==> src/rtl/alu_ctrl_seq_if.sv <==
// Bundle of start/IR inputs and datapath control strobes between the
// register-to-register instruction sequencer and the CPU datapath.
interface alu_ctrl_seq_if #(
  parameter int NREG = 16,
  parameter int OPW  = 5
);
  logic            start;
  logic            mem_ready;
  logic [31:0]     ir;
  logic [NREG-1:0] Rin;
  logic [NREG-1:0] Rout;
  logic            PCout;
  logic            PCin;
  logic            IncPC;
  logic            MARin;
  logic            MDRread;
  logic            MDRin;
  logic            MDRout;
  logic            IRin;
  logic            Yin;
  logic            ZLOin;
  logic            ZHIin;
  logic            ZLOout;
  logic            ZHIout;
  logic            LOin;
  logic            HIin;
  logic [OPW-1:0]  op_code;
  logic            busy;
  logic            done;

  modport master (
    output start, mem_ready, ir,
    input  Rin, Rout, PCout, PCin, IncPC, MARin, MDRread, MDRin, MDRout,
           IRin, Yin, ZLOin, ZHIin, ZLOout, ZHIout, LOin, HIin,
           op_code, busy, done
  );

  modport slave (
    input  start, mem_ready, ir,
    output Rin, Rout, PCout, PCin, IncPC, MARin, MDRread, MDRin, MDRout,
           IRin, Yin, ZLOin, ZHIin, ZLOout, ZHIout, LOin, HIin,
           op_code, busy, done
  );
endinterface

==> src/rtl/alu_ctrl_seq.sv <==
// Control-step sequencer (T0..T6) for register-to-register ALU instructions.
// Define SEQ_MEMWAIT_EN to make the T1 fetch step wait for mem_ready.
module alu_ctrl_seq #(
  parameter int             NREG   = 16,
  parameter int             OPW    = 5,
  parameter logic [OPW-1:0] OP_MUL = 5'b01111,
  parameter logic [OPW-1:0] OP_DIV = 5'b10000
) (
  input logic          clk,
  input logic          reset,
  alu_ctrl_seq_if.slave bus
);

  typedef enum logic [2:0] {
    IDLE = 3'd0,
    T0   = 3'd1,
    T1   = 3'd2,
    T2   = 3'd3,
    T3   = 3'd4,
    T4   = 3'd5,
    T5   = 3'd6,
    T6   = 3'd7
  } state_t;

  state_t state;
  state_t state_next;

  logic [3:0]     ra;
  logic [3:0]     rb;
  logic [3:0]     rc;
  logic [OPW-1:0] opc;
  logic           wide;

  assign ra   = bus.ir[26:23];
  assign rb   = bus.ir[22:19];
  assign rc   = bus.ir[18:15];
  assign opc  = bus.ir[31:32-OPW];
  assign wide = (opc == OP_MUL) || (opc == OP_DIV);

  // Indices beyond the register file simply select nothing.
  function automatic logic [NREG-1:0] reg_sel(input logic [3:0] idx);
    logic [NREG-1:0] r;
    r = '0;
    for (int i = 0; i < NREG; i++) begin
      r[i] = (int'(idx) == i);
    end
    return r;
  endfunction

`ifdef SEQ_MEMWAIT_EN
  logic fetch_ok;
  assign fetch_ok = bus.mem_ready;
  logic unused_ok;
  assign unused_ok = &{1'b0, bus.ir[14:0]};
`else
  logic fetch_ok;
  assign fetch_ok = 1'b1;
  logic unused_ok;
  assign unused_ok = &{1'b0, bus.mem_ready, bus.ir[14:0]};
`endif

  always_ff @(posedge clk) begin
    if (reset) begin
      state <= IDLE;
    end else begin
      state <= state_next;
    end
  end

  // Outputs depend only on state and ir, so start never reaches them directly.
  always_comb begin
    state_next   = state;
    bus.Rin      = '0;
    bus.Rout     = '0;
    bus.PCout    = 1'b0;
    bus.PCin     = 1'b0;
    bus.IncPC    = 1'b0;
    bus.MARin    = 1'b0;
    bus.MDRread  = 1'b0;
    bus.MDRin    = 1'b0;
    bus.MDRout   = 1'b0;
    bus.IRin     = 1'b0;
    bus.Yin      = 1'b0;
    bus.ZLOin    = 1'b0;
    bus.ZHIin    = 1'b0;
    bus.ZLOout   = 1'b0;
    bus.ZHIout   = 1'b0;
    bus.LOin     = 1'b0;
    bus.HIin     = 1'b0;
    bus.op_code  = '0;
    bus.busy     = (state != IDLE);
    bus.done     = 1'b0;

    case (state)
      IDLE: begin
        if (bus.start) state_next = T0;
      end
      T0: begin
        bus.PCout  = 1'b1;
        bus.MARin  = 1'b1;
        bus.IncPC  = 1'b1;
        bus.ZLOin  = 1'b1;
        state_next = T1;
      end
      T1: begin
        bus.ZLOout  = 1'b1;
        bus.PCin    = 1'b1;
        bus.MDRread = 1'b1;
        bus.MDRin   = 1'b1;
        if (fetch_ok) state_next = T2;
      end
      T2: begin
        bus.MDRout = 1'b1;
        bus.IRin   = 1'b1;
        state_next = T3;
      end
      T3: begin
        bus.Rout   = reg_sel(rb);
        bus.Yin    = 1'b1;
        state_next = T4;
      end
      T4: begin
        bus.Rout    = reg_sel(rc);
        bus.op_code = opc;
        bus.ZLOin   = 1'b1;
        bus.ZHIin   = wide;
        state_next  = T5;
      end
      T5: begin
        bus.ZLOout = 1'b1;
        if (wide) begin
          bus.LOin   = 1'b1;
          state_next = T6;
        end else begin
          bus.Rin    = reg_sel(ra);
          bus.done   = 1'b1;
          state_next = bus.start ? T0 : IDLE;
        end
      end
      T6: begin
        bus.ZHIout = 1'b1;
        bus.HIin   = 1'b1;
        bus.done   = 1'b1;
        state_next = bus.start ? T0 : IDLE;
      end
      default: state_next = IDLE;
    endcase
  end

endmodule

==> src/flat_wrapper.sv <==
// flat-port wrapper written by rule: the top's interface ports become plain ports
module alu_ctrl_seq_flat 
#(
  parameter int             NREG   = 16,
  parameter int             OPW    = 5,
  parameter logic [OPW-1:0] OP_MUL = 5'b01111,
  parameter logic [OPW-1:0] OP_DIV = 5'b10000
)
  (clk, reset, bus_start, bus_mem_ready, bus_ir, bus_Rin, bus_Rout, bus_PCout, bus_PCin, bus_IncPC, bus_MARin, bus_MDRread, bus_MDRin, bus_MDRout, bus_IRin, bus_Yin, bus_ZLOin, bus_ZHIin, bus_ZLOout, bus_ZHIout, bus_LOin, bus_HIin, bus_op_code, bus_busy, bus_done);
  alu_ctrl_seq_if #(.NREG(NREG), .OPW(OPW)) bus_i ();
  input logic clk;
  input logic reset;
  input wire logic [$bits(bus_i.start)-1:0] bus_start;
  input wire logic [$bits(bus_i.mem_ready)-1:0] bus_mem_ready;
  input wire logic [$bits(bus_i.ir)-1:0] bus_ir;
  output wire logic [$bits(bus_i.Rin)-1:0] bus_Rin;
  output wire logic [$bits(bus_i.Rout)-1:0] bus_Rout;
  output wire logic [$bits(bus_i.PCout)-1:0] bus_PCout;
  output wire logic [$bits(bus_i.PCin)-1:0] bus_PCin;
  output wire logic [$bits(bus_i.IncPC)-1:0] bus_IncPC;
  output wire logic [$bits(bus_i.MARin)-1:0] bus_MARin;
  output wire logic [$bits(bus_i.MDRread)-1:0] bus_MDRread;
  output wire logic [$bits(bus_i.MDRin)-1:0] bus_MDRin;
  output wire logic [$bits(bus_i.MDRout)-1:0] bus_MDRout;
  output wire logic [$bits(bus_i.IRin)-1:0] bus_IRin;
  output wire logic [$bits(bus_i.Yin)-1:0] bus_Yin;
  output wire logic [$bits(bus_i.ZLOin)-1:0] bus_ZLOin;
  output wire logic [$bits(bus_i.ZHIin)-1:0] bus_ZHIin;
  output wire logic [$bits(bus_i.ZLOout)-1:0] bus_ZLOout;
  output wire logic [$bits(bus_i.ZHIout)-1:0] bus_ZHIout;
  output wire logic [$bits(bus_i.LOin)-1:0] bus_LOin;
  output wire logic [$bits(bus_i.HIin)-1:0] bus_HIin;
  output wire logic [$bits(bus_i.op_code)-1:0] bus_op_code;
  output wire logic [$bits(bus_i.busy)-1:0] bus_busy;
  output wire logic [$bits(bus_i.done)-1:0] bus_done;
  assign bus_i.start = bus_start;
  assign bus_i.mem_ready = bus_mem_ready;
  assign bus_i.ir = bus_ir;
  assign bus_Rin = bus_i.Rin;
  assign bus_Rout = bus_i.Rout;
  assign bus_PCout = bus_i.PCout;
  assign bus_PCin = bus_i.PCin;
  assign bus_IncPC = bus_i.IncPC;
  assign bus_MARin = bus_i.MARin;
  assign bus_MDRread = bus_i.MDRread;
  assign bus_MDRin = bus_i.MDRin;
  assign bus_MDRout = bus_i.MDRout;
  assign bus_IRin = bus_i.IRin;
  assign bus_Yin = bus_i.Yin;
  assign bus_ZLOin = bus_i.ZLOin;
  assign bus_ZHIin = bus_i.ZHIin;
  assign bus_ZLOout = bus_i.ZLOout;
  assign bus_ZHIout = bus_i.ZHIout;
  assign bus_LOin = bus_i.LOin;
  assign bus_HIin = bus_i.HIin;
  assign bus_op_code = bus_i.op_code;
  assign bus_busy = bus_i.busy;
  assign bus_done = bus_i.done;
  alu_ctrl_seq #(.NREG(NREG), .OPW(OPW), .OP_MUL(OP_MUL), .OP_DIV(OP_DIV)) u_core (.clk(clk), .reset(reset), .bus(bus_i));
endmodule
==> config.mk <==
export PLATFORM = sky130hd
export DESIGN_NAME = alu_ctrl_seq_flat
export DESIGN_NICKNAME = d
export VERILOG_FILES = /design/src/rtl/alu_ctrl_seq_if.sv /design/src/rtl/alu_ctrl_seq.sv /design/src/flat_wrapper.sv
export SDC_FILE = /design/constraint.sdc
export NUM_CORES = 1
export LEC_CHECK = 0
export ABC_AREA = 1
export CAP_MARGIN = 10
export CORE_MARGIN = 1
export CORE_UTILIZATION = 25
export CTS_BUF_LIST = sky130_fd_sc_hd__clkbuf_8 sky130_fd_sc_hd__clkbuf_16
export DETAILED_ROUTE_END_ITERATION = 10
export GPL_ROUTABILITY_DRIVEN = 1
export GPL_TIMING_DRIVEN = 0
export MAX_ROUTING_LAYER = met4
export PLACE_DENSITY = 0.77
export SYNTH_ARGS = -nofsm -noshare
export SYNTH_HDL_FRONTEND = slang
export SYNTH_SLANG_ARGS = --single-unit
==> constraint.sdc <==
create_clock -name clk -period 1.25 [get_ports clk]
set_input_delay 0.25 -clock clk [delete_from_list [all_inputs] [get_ports clk]]
set_output_delay 0.25 -clock clk [all_outputs]
set_load 0.005 [all_outputs]
==> run metrics <==
Vias 1,608; Mapped Cells 163; routed wl met3 303 um; NumNets Final 329; vias in the first global route 1,384; Leak 1.23 nW; top-area cell type share of the netlist area 19.6%; Worst setup SP type register; WL met2 2.72 mm; RD Place Congestion 0.814; slowest stage cell, crit path dfxtp_4; Mean Syn Cell Area 4.94 sq um; fin crit share 144%; Rel. slew slack 78.2%; WHS 642 ps; Layout Skew 1.87 ps; CP max FO 5; area of the mapped netlist 806 sq um; TritonCTS clock tree yes; clock root buffer master clkbuf_8; worst slew pin tran 326 ps; Die H 58.8 um; Yosys top cell by area nor2_1; Crit. End Element primary output; Top Registers u_core.state x3; Crit Path Class register to primary output; DR pass1 iterations 4; Peak VDD IR 0.804 mV; setup slack after layout -544 ps; Power Density 474 nW/um^2; Worst path max stage delay 370 ps; Max Cap Viol 0; htree depth 1; crit-path cells buf_6 -> nand4_1 -> nand2_2 -> nand2_2 -> buf_6 -> buf_4 -> nor2_2 -> buf_2; final WL 4.81 mm; clk slew on worst S/H paths 30 ps; CTS Buf Count 3; fillcell total 213; clock buffer depth 2; uppermost layer routed met4; largest reg by FF count u_core.state; GRT Util Overall 23.3%; final setup violation count 56; Die ar. 3450 sq um; routed vias/inst 4.79; Final Hold Viols 0; maximum clock rate 557 MHz; # IOs 90; dpl cell area 1630 sq um; RSZ-0062 raised after global routing true; synth top area cells nor2_1 (20%), nand2_1 (18%), inv_1 (13%); finished layout cell area 2390 sq um; crit path DAT 1540 ps; Final Slew Violations 0; initial antenna violation count 0; failing checks setup timing; Worst Path Required 1000 ps; post-synthesis sequential area ratio 7.45%; Hold Crit Class input port to register; count of input and output buffers 73; final core utilization 78.4%; largest net degree at the start of global routing 11; core box area 3050 sq um; DRC viols 0; area grow syn2layout 197%; post-layout minimum cycle time 1790 ps; DRT antenna net count 0; max reg flops 3; Post-DP HPWL 2.38 mm; Clock Sink Count 3; syn nets 199; layout cell share with drive strength beyond 1 69.2%; first-pass GRT wire length 6.04 mm; Ys Warns 0; routed len/inst 14.3 um; Metal-1 WL 1.69 mm; GRT Residual Overflow 0; die width 58.8 um; clk_lat worst skew 220 ps; Starting Density 26.4%; Initial DRC Count 54; Synth cell types 21; Antenna Cells 0; FF+latch count, synth 3; status finished with violations; Site Rows 20
==> final cells by class <==
class / count / area, sq um / area share (%)
repair buffers: 125 / 1040 / 43.5
multi-input cells: 119 / 940 / 39.2
well taps: 44 / 55.1 / 2.30
clock inverters: 1 / 3.75 / 0.157
inverters: 31 / 134 / 5.59
clock buffers: 3 / 41.3 / 1.72
plain buffers: 10 / 109 / 4.55
flip-flops and latches: 3 / 71.3 / 2.98
==> cells in the mapped netlist <==
master    instances
nor3_2            2
nor3_1           11
o21bai_1          1
a21oi_1           4
nand2_1          38
buf_4             6
o22ai_1           1
nor2_1           42
o21ai_0           1
nand2_2           1
nand3_4           1
buf_6             3
inv_2             4
dfxtp_1           3
nor2_4            1
nand2_4           1
inv_1            27
o21ai_2           1
nand3_1           9
buf_2             1
nand4_1           5
==> routing by layer <==
metal,up-vias,track usage [%]
li1,755,-
met1,769,25.9
met2,72,42.7
met3,12,2.64
met4,0,8.16
met5,-,-
==> through the flow <==
stage / setup WS, ps / instances / total power [mW] / TNS (ps)
finish: -544 / 336 / 1.13 / -19730
global route: -620 / 336 / 1.19 / -22430
global placement: -1010 / 280 / 0.504 / -34030
CTS: -523 / 321 / 0.984 / -19320
floorplan: -2.37 / 163 / 0.311 / -21.4
detailed placement: -1030 / 280 / 0.506 / -34850
==> cells in the final DEF, fill, tap and decap left out, types with 5 or more instances in the layout <==
cell / netlist / layout
clkdlybuf4s50_1: 0 / 9
nand3_4: 1 / 8
nor3_4: 0 / 8
inv_2: 4 / 8
nor3_2: 2 / 5
nand2_4: 1 / 9
nand2_1: 38 / 20
nor2_1: 42 / 20
buf_2: 1 / 41
buf_4: 6 / 34
buf_6: 3 / 31
nand2_2: 1 / 10
nor2_2: 0 / 16
nand4_1: 5 / 5
inv_1: 27 / 20
dlygate4sd2_1: 0 / 7
nor2_4: 1 / 7
==> timing repair <==
action / CTS / global route
setup buffers: 35 / 16
pin swaps: 43 / 31
gates cloned: 2 / 1
setup endpoints to repair: 57 / 55
hold buffers: 0 / 0
gates resized for setup: 309 / 54
==> power by group <==
group	switching, mW	internal [mW]	total [mW]
Sequential	0.0216	0.108	0.130
Combinational	0.340	0.386	0.726
Clock	0.0698	0.210	0.279
Total	0.431	0.704	1.13
==> critical path: cells and delay by family, from the launching register on <==
kind | cells | cell delay, ps
and+or+nand+nor | 4 | 470
buffers and inverters | 4 | 490
DFF | 1 | 370
==> logic make-up (layout without fill, tap and decap cells) <==
logic type      after synthesis  in the layout  synth area share, %
buf+inv                      41            170                 24.8
compound gates                8              8                 5.90
flops                         3              3                 7.45
simple gates                111            111                 61.8
==> path summary, 6_finish.rpt <==
| path | start | end | slack, ps | depth (start not counted) |
|---|---|---|---|---|
| setup / recovery | u_core.state[2]$_SDFFE_PP0P_ | bus_Rout[7] | -540 | 8 |
| hold / removal | reset | u_core.state[1]$_SDFFE_PP0P_ | 640 | 2 |
| setup reg to reg | u_core.state[0]$_SDFFE_PP0P_ | u_core.state[2]$_SDFFE_PP0P_ | -100 | 7 |
| hold reg to reg | u_core.state[0]$_SDFFE_PP0P_ | u_core.state[1]$_SDFFE_PP0P_ | 700 | 4 |
(Power assumes the default switching activity.)
